File: config.mk
export PLATFORM = sky130hd
export DESIGN_NAME = regfile_scoreboard_flat
export DESIGN_NICKNAME = d
export VERILOG_FILES = /design/src/rtl/regfile_scoreboard_if.sv /design/src/rtl/regfile_scoreboard.sv /design/src/flat_wrapper.sv
export SDC_FILE = /design/constraint.sdc
export NUM_CORES = 2
export LEC_CHECK = 0
export CORE_MARGIN = 5
export CORE_UTILIZATION = 63
export CTS_CLUSTER_DIAMETER = 40
export CTS_CLUSTER_SIZE = 30
export DETAILED_ROUTE_END_ITERATION = 7
export PLACE_DENSITY = 0.81
export SETUP_SLACK_MARGIN = 0.1
export SLEW_MARGIN = 5
export SYNTH_ARGS = -nofsm -noshare
export SYNTH_HDL_FRONTEND = slang
export SYNTH_SLANG_ARGS = --single-unit
export TNS_END_PERCENT = 50
File: constraint.sdc
create_clock -name clk -period 3.6 [get_ports clk]
set_clock_uncertainty 0.05 [all_clocks]
set_input_delay 0.72 -clock clk [delete_from_list [all_inputs] [get_ports clk]]
set_output_delay 0.72 -clock clk [all_outputs]
set_load 0.02 [all_outputs]
File: src/rtl/regfile_scoreboard_if.sv
// ---------------------------------------------------------------------------
// regfile_scoreboard_if
//   Bundles the read ports, the issue handshake and the writeback bus of the
//   integer register file / scoreboard.
//   master modport : decode/issue + writeback side (drives addresses, issue
//                    fields and writeback data; observes read data, stall,
//                    scoreboard state).
//   slave modport  : the register file itself.
//   Signals:
//     rs1, rs2            read addresses
//     rs1_data, rs2_data  combinational read data (with writeback bypass)
//     issue_valid, issue_use_rs1, issue_use_rs2, issue_rd, issue_wr_en
//                         instruction presented for issue
//     stall               issue blocked this cycle
//     wb_valid, wb_rd, wb_data  writeback
//     pending             outstanding-write bits, bit 0 always 0
//     sb_err              sticky spurious-writeback flag
// ---------------------------------------------------------------------------
interface regfile_scoreboard_if #(
  parameter int XLEN = 32
);
  logic [4:0]      rs1;
  logic [4:0]      rs2;
  logic [XLEN-1:0] rs1_data;
  logic [XLEN-1:0] rs2_data;

  logic            issue_valid;
  logic            issue_use_rs1;
  logic            issue_use_rs2;
  logic [4:0]      issue_rd;
  logic            issue_wr_en;
  logic            stall;

  logic            wb_valid;
  logic [4:0]      wb_rd;
  logic [XLEN-1:0] wb_data;

  logic [31:0]     pending;
  logic            sb_err;

  modport master (
    output rs1, rs2,
    output issue_valid, issue_use_rs1, issue_use_rs2, issue_rd, issue_wr_en,
    output wb_valid, wb_rd, wb_data,
    input  rs1_data, rs2_data, stall, pending, sb_err
  );

  modport slave (
    input  rs1, rs2,
    input  issue_valid, issue_use_rs1, issue_use_rs2, issue_rd, issue_wr_en,
    input  wb_valid, wb_rd, wb_data,
    output rs1_data, rs2_data, stall, pending, sb_err
  );
endinterface

File: src/rtl/regfile_scoreboard.sv
// ---------------------------------------------------------------------------
// regfile_scoreboard
//   Integer register file x0..x31 with two combinational read ports, a
//   same-cycle writeback bypass and a pending-write scoreboard that stalls
//   issue on RAW/WAW hazards against outstanding writes.
//   Ports:
//     clk  clock
//     rst  synchronous active-high reset (clears registers, scoreboard,
//          error flag; in-flight issue/writeback are discarded)
//     bus  regfile_scoreboard_if.slave (read ports, issue, writeback,
//          pending vector, sticky sb_err)
// ---------------------------------------------------------------------------
module regfile_scoreboard #(
  parameter int XLEN = 32
) (
  input  logic                 clk,
  input  logic                 rst,
  regfile_scoreboard_if.slave  bus
);

  // x1..x31 only; x0 is a constant zero and has no storage.
  logic [XLEN-1:0] regs_reg [1:31];
  logic [31:0]     pending_reg;
  logic            sb_err_reg;

  logic [31:0]     clr;     // scoreboard bits cleared by this cycle's writeback
  logic [31:0]     set;     // scoreboard bit set by this cycle's accepted issue
  logic [31:0]     busy;    // pending bits still outstanding after the writeback
  logic            stall;
  logic            wb_live; // writeback to a real register

  assign wb_live = bus.wb_valid && (bus.wb_rd != 5'd0);

  always_comb begin
    clr = '0;
    if (wb_live) begin
      clr[bus.wb_rd] = 1'b1;
    end
  end

  // A hazard resolved by the same-cycle writeback does not stall; the bypass
  // on the read ports supplies the value.
  assign busy = pending_reg & ~clr;

  always_comb begin
    stall = 1'b0;
    if (bus.issue_valid) begin
      stall = (bus.issue_use_rs1 && busy[bus.rs1])
           || (bus.issue_use_rs2 && busy[bus.rs2])
           || (bus.issue_wr_en   && busy[bus.issue_rd]);
    end
  end

  always_comb begin
    set = '0;
    if (bus.issue_valid && !stall && bus.issue_wr_en && (bus.issue_rd != 5'd0)) begin
      set[bus.issue_rd] = 1'b1;
    end
  end

  // Set takes priority over clear: a new writer accepted in the same cycle
  // as the previous writer's writeback stays outstanding. Bit 0 is never
  // set or cleared, so it holds its reset value of 0.
  always_ff @(posedge clk) begin
    if (rst) begin
      pending_reg <= '0;
    end else begin
      pending_reg <= (pending_reg & ~clr) | set;
    end
  end

  // Writeback for a register with nothing outstanding is a protocol error.
  // The data is still written; the flag stays up until reset.
  always_ff @(posedge clk) begin
    if (rst) begin
      sb_err_reg <= 1'b0;
    end else if (wb_live && !pending_reg[bus.wb_rd]) begin
      sb_err_reg <= 1'b1;
    end
  end

  genvar gi;

  // One flop bank per architectural register so the whole file clears on
  // reset and both read ports can see every entry combinationally.
  generate
    for (gi = 1; gi < 32; gi++) begin : g_reg
      always_ff @(posedge clk) begin
        if (rst) begin
          regs_reg[gi] <= '0;
        end else if (bus.wb_valid && (bus.wb_rd == 5'(gi))) begin
          regs_reg[gi] <= bus.wb_data;
        end
      end
    end
  endgenerate

  // Read ports: x0 -> 0, else bypass a matching writeback, else stored value.
  logic [4:0] raddr [2];
  assign raddr[0] = bus.rs1;
  assign raddr[1] = bus.rs2;

  generate
    for (gi = 0; gi < 2; gi++) begin : g_read
      logic [XLEN-1:0] data;
      always_comb begin
        data = '0;
        if (raddr[gi] != 5'd0) begin
          if (bus.wb_valid && (bus.wb_rd == raddr[gi])) begin
            data = bus.wb_data;
          end else begin
            data = regs_reg[raddr[gi]];
          end
        end
      end
    end
  endgenerate

  assign bus.rs1_data = g_read[0].data;
  assign bus.rs2_data = g_read[1].data;
  assign bus.stall    = stall;
  assign bus.pending  = pending_reg;
  assign bus.sb_err   = sb_err_reg;

endmodule

File: src/flat_wrapper.sv
// flat-port wrapper written by rule: the top's interface ports become plain ports
module regfile_scoreboard_flat 
#(
  parameter int XLEN = 32
)
  (clk, rst, bus_rs1, bus_rs2, bus_issue_valid, bus_issue_use_rs1, bus_issue_use_rs2, bus_issue_rd, bus_issue_wr_en, bus_wb_valid, bus_wb_rd, bus_wb_data, bus_rs1_data, bus_rs2_data, bus_stall, bus_pending, bus_sb_err);
  regfile_scoreboard_if #(.XLEN(XLEN)) bus_i ();
  input  logic clk;
  input  logic rst;
  input wire logic [$bits(bus_i.rs1)-1:0] bus_rs1;
  input wire logic [$bits(bus_i.rs2)-1:0] bus_rs2;
  input wire logic [$bits(bus_i.issue_valid)-1:0] bus_issue_valid;
  input wire logic [$bits(bus_i.issue_use_rs1)-1:0] bus_issue_use_rs1;
  input wire logic [$bits(bus_i.issue_use_rs2)-1:0] bus_issue_use_rs2;
  input wire logic [$bits(bus_i.issue_rd)-1:0] bus_issue_rd;
  input wire logic [$bits(bus_i.issue_wr_en)-1:0] bus_issue_wr_en;
  input wire logic [$bits(bus_i.wb_valid)-1:0] bus_wb_valid;
  input wire logic [$bits(bus_i.wb_rd)-1:0] bus_wb_rd;
  input wire logic [$bits(bus_i.wb_data)-1:0] bus_wb_data;
  output wire logic [$bits(bus_i.rs1_data)-1:0] bus_rs1_data;
  output wire logic [$bits(bus_i.rs2_data)-1:0] bus_rs2_data;
  output wire logic [$bits(bus_i.stall)-1:0] bus_stall;
  output wire logic [$bits(bus_i.pending)-1:0] bus_pending;
  output wire logic [$bits(bus_i.sb_err)-1:0] bus_sb_err;
  assign bus_i.rs1 = bus_rs1;
  assign bus_i.rs2 = bus_rs2;
  assign bus_i.issue_valid = bus_issue_valid;
  assign bus_i.issue_use_rs1 = bus_issue_use_rs1;
  assign bus_i.issue_use_rs2 = bus_issue_use_rs2;
  assign bus_i.issue_rd = bus_issue_rd;
  assign bus_i.issue_wr_en = bus_issue_wr_en;
  assign bus_i.wb_valid = bus_wb_valid;
  assign bus_i.wb_rd = bus_wb_rd;
  assign bus_i.wb_data = bus_wb_data;
  assign bus_rs1_data = bus_i.rs1_data;
  assign bus_rs2_data = bus_i.rs2_data;
  assign bus_stall = bus_i.stall;
  assign bus_pending = bus_i.pending;
  assign bus_sb_err = bus_i.sb_err;
  regfile_scoreboard #(.XLEN(XLEN)) u_core (.clk(clk), .rst(rst), .bus(bus_i));
endmodule
Word-level counts from Yosys, hierarchy flattened
Memory sizes are Yosys's and may differ from the RTL's.
Index checks and enable logic that the tools add are counted.

storage, ports and cells
  bits in registers = 33
  RAM bits = 992
  input bits = 59
  output and inout bits = 98
  word-level logic and storage cells = 272
  memories = 1

cells by class
  magnitude comparators = 6
  equality and inequality tests = 33
  mux-type cells = 145
  bitwise operators = 34
  reduce and logical (&&, ||, !) cells = 51

memory list
  name             depth  width  read ports  clocked after Yosys merged registers in  write ports  RTL line                  source
  u_core.regs_reg  31     32     2           0                                        31           regfile_scoreboard.sv:22  logic [XLEN-1:0] regs_reg [1:31];

operators by type and width
  kind                number
  $mux 32             37
  $mux 1              102
  $eq 5x5->1 const B  16
  $logic_and 1x1->1   43
  $eq 5x4->1 const B  8
  $and 32x32->32      1
  $not 32->32         1
  $or 32x32->32       1
  $or 1x1->1          31
  $lt 5x6->1 const B  4
  $bmux 1 s5          4
  $eq 5x3->1 const B  4
  $reduce_bool 5->1   4
  $demux 1 s5         2
  $eq 5x2->1 const B  2
  $eq 5x5->1          2
  $ge 5x1->1 const B  2
  $eq 5x1->1 const B  1
  $logic_not 1->1     2
  $logic_or 1x1->1    2

Depth between registers and ports, before layout
  word-level depth = 19
  depth in mapped cells = 13
  gate-level depth less buffers = 8

Worst setup path after synthesis
OpenSTA, ideal clock, no wires.

  path kind = input -> output
  start = in bus_rs2[0]
  end = out bus_rs2_data[17]
  arrival = 2.694 ns
  data required time = 2.830 ns
  setup slack = 0.136 ns
  cell stages on the path = 10
  path buffers = 4
  cell sequence = buf_2 > buf_4 > buf_2 > buf_4 > mux2i_1 > o221ai_1 > o21ai_0 > nand2_1 > a31oi_1 > a211oi_1

on the way
  longest elaborated chain between the ends = 4
  elaborated cells on any way between the ends = 6
  classes of those cells = 1 x eq/ne; 2 x mux; 2 x reduce/logical; 1 x memory

RTL lines
  what                                                   RTL line                   source
  start: declaration                                     flat_wrapper.sv:11         input wire logic [$bits(bus_i.rs2)-1:0] bus_rs2;
  branches (longest 3 deep; another with $mem_v2 31x32)  --
  $mux 32 (*)                                            regfile_scoreboard.sv:108  if (raddr[gi] != 5'd0) begin
  end: declaration                                       flat_wrapper.sv:21         output wire logic [$bits(bus_i.rs2_data)-1:0] bus_rs2_data;

Mark *: on every way between the ends.

Final worst setup path
  start = in bus_rs2[0]
  end = out bus_rs2_data[12]

Same word-level chain as after synthesis.

==> flow_summary.yaml <==
yosys:
  synth_commonest_cells: "and2_1 (994), edfxtp_1 (992), mux2i_1 (409), clkbuf_1 (344), mux4_2 (300)"
  synth-seq-cells: 1025
  synth_area_um2: 57230
  seq_area_frac_synth_pct: 53.20
  synth.avg_cell_area_um2: 12.72
  synthTopCellsByArea: "edfxtp_1 (52%), mux4_2 (12%), and2_1 (11%), mux2i_1 (7.2%), clkbuf_1 (2.3%)"
  synth_top_area_share_pct: 52.05
  syn_nets: 4558
  syn_inst: 4499
  synth_async_sr_flop_share_pct: 0
  ys.flop_type: "edfxtp_1"
  synth_most_common_cell: "and2_1"
  yosys_warnings: 0
  synth-edff-count: 992
  ys_types: 67
  yosys.area.top_type: "edfxtp_1"
power_and_ir_drop:
  p_sw_share_pct: 26.73
  pwr-share-comb_pct: 16.2
  p_leak_nw: 27.41
  seq_power_share_pct: 41.8
  intPower_mw: 24.77
  vdd_drop_max_mv: 0.6051
  switchingPower_mw: 9.037
  total_power_mw: 33.81
  powerDensity_nw_per_um2: 460.4
  clkPwrFrac_pct: 42.1
critical_path:
  endpoint_kind: "output pin"
  worstPathRequired_ps: 2830
  crit_chain: "buf_16 > buf_16 > buf_16 > mux4_2 > mux4_2 > a211oi_4 > nor3_2 > buf_4 > buf_6"
  reg2reg_depth: 9
  cpMostUsedCell: "buf_16"
  path_buf_inv: 5
  r2r_slack_ps: 870
  cp-start-kind: "input port"
  critical_path_class: "in -> out"
  cpPeakStageDelay_ps: 610
  slowest_stage: "mux4_2"
  worst-path-max-fanout: 7
  cp_num_cells: 9
  cp_top_family: "multiplexers"
  critical_path_arrival_ps: 3040
clock_network:
  clock_path_buffers: 3
  numCtsBuffers: 136
  htreeDepth: 4
  cts_tree: "done"
  clock-sinks: 1025
  cts-root-buf: "clkbuf_16"
  cts_hold_buf: 0
  clock_latency_ps: 740
  clk_pin_slew_ps: 40
sta:
  tightestPinTransition_ps: 1364
  setup_slack_ps: -208.9
  min_period_over_period_pct: 105.8
  drv_slew: 0
  hold_viol: 0
  holdWs_ps: 428.1
  fin_crit_ps: 3809
  final-setup-viol-count: 19
  slew-limit-headroom_pct: 8.598
  fmax_mhz: 262.5
  rsz0062_at_grt: "yes"
route:
  dr.pass1.iters: 8
  dr_total_vias: 47370
  drc: 10
  drt_iter0_markers: 8477
  wl_per_cell_um: 35.35
  vias_per_cell: 7.373
  drtAntennaViolNets: 0
  routed_wl_mm: 227.1
placed_design:
  port_buffers: 156
  dpl.hpwl_mm: 134.9
  routabilityCongestion: 0.9914
  pre_cts_ws_ps: -943.1
global_routing:
  grt_first_pass_wirelength_mm: 312.2
  grt_pass1_vias: 46250
  grt_max_degree: 45
  antenna_found_initial: 5
  grt_usage_pct: 44.13
  gr-total-overflow: 0
die:
  die_w_um: 311.4
  start_util_pct: 63.49
  die_h_um: 311.4
  die_area_um2: 96970
  io-pin-count: 157
  rows: 110
  coreArea_um2: 90150
run:
  max_cap_viol_count: 0
outcome:
  status: "finished with violations"
  violations: "DRC, setup timing"
final_layout:
  final_util_pct: 81.46
  nets: 5191
  largest_reg_flops: 992
  syn_to_final_growth_pct: 28.31
  layout-drive-gt1-share_pct: 34.19
min_path:
  holdCritPathClass: "reg -> reg"
  hold_depth: 2
==> metal layers <==
metal / routed length [um] / global-route usage (%)
met5: 132 / 0.5929
met4: 19000 / 27.91
met2: 97320 / 64.97
met3: 37700 / 15.29
met1: 72950 / 56.40
==> cells by family (layout without fill, tap and decap cells) <==
kind of cell,after synthesis,count (layout),synth area share [%]
flip-flops,1025,1025,53.20
multiplexers,724,724,19.25
XOR/XNOR,11,11,0.1683
AO/OA/AOI/OAI,728,728,8.716
buffers and inverters,498,1240,3.664
AND/OR/NAND/NOR,1513,1514,14.99
other,0,7,0
==> worst register-to-register path, stage by stage, from the launching register on <==
cell and delay (ps):
dfxtp_1 490, o21ai_1 150, buf_4 170, mux4_2 440, o21ai_1 140, nor2_1 80
buf_4 150, o21ai_4 170, buf_4 520, o22ai_1 220
==> per-stage QoR <==
step	setup TNS, ps	std cells	cell area (um2)
detailed placement	-53130	6034	65340
finish	-1013	6425	73430
floorplan	0	4499	57230
CTS	-1280	6324	71300
global placement	-52350	6034	65340
global route	-1344	6422	73430
==> cell usage in the layout (no fill, tap or decap), types with 73 or more instances in the layout <==
cell type	instances
nor2_1	116
o221ai_1	97
mux4_2	300
a21oi_1	150
clkdlybuf4s50_1	73
and2_1	992
nand2_1	187
buf_12	131
mux2i_1	400
clkbuf_16	160
edfxtp_1	992
buf_4	624
==> cell type report <==
type | count | area (um2)
sequential | 1025 | 30450
multi-input combinational | 2977 | 26500
fill | 4572 | 16710
timing repair buffer | 974 | 10180
clock buffer | 158 | 3635
tap | 1176 | 1471
clock inverter | 90 | 1115
inverter | 18 | 68.82
antenna | 7 | 17.52
==> repair_timing <==
item / in CTS / in global routing
buffers inserted: 33 / 77
pin swaps: 36 / 81
endpoints found under the setup margin: 65 / 65
cloned: 9 / 18
resized for setup: 419 / 339
==> power groups by stage <==
stage	Clock [mW]	Sequential (mW)	Combinational [mW]
final	14.2	14.1	5.46
after global routing	14.7	14.2	5.54
after CTS	14.2	14.1	4.87
after detailed placement	0	14.3	4.68
after global placement	0	14.2	4.61
after floorplan	0	14.2	2.44
==> path summary, 6_finish.rpt <==
check | from | end
worst max register to register | u_core.bus.pending[25]$_SDFF_PP0_ | u_core.bus.pending[25]$_SDFF_PP0_
worst min-delay path | u_core.bus.sb_err$_SDFFE_PP0P_ | u_core.bus.sb_err$_SDFFE_PP0P_
worst max-delay path | bus_rs2[0] | bus_rs2_data[12]
worst min register to register | u_core.bus.sb_err$_SDFFE_PP0P_ | u_core.bus.sb_err$_SDFFE_PP0P_
Note: power is estimated with default switching activity, not from simulation.
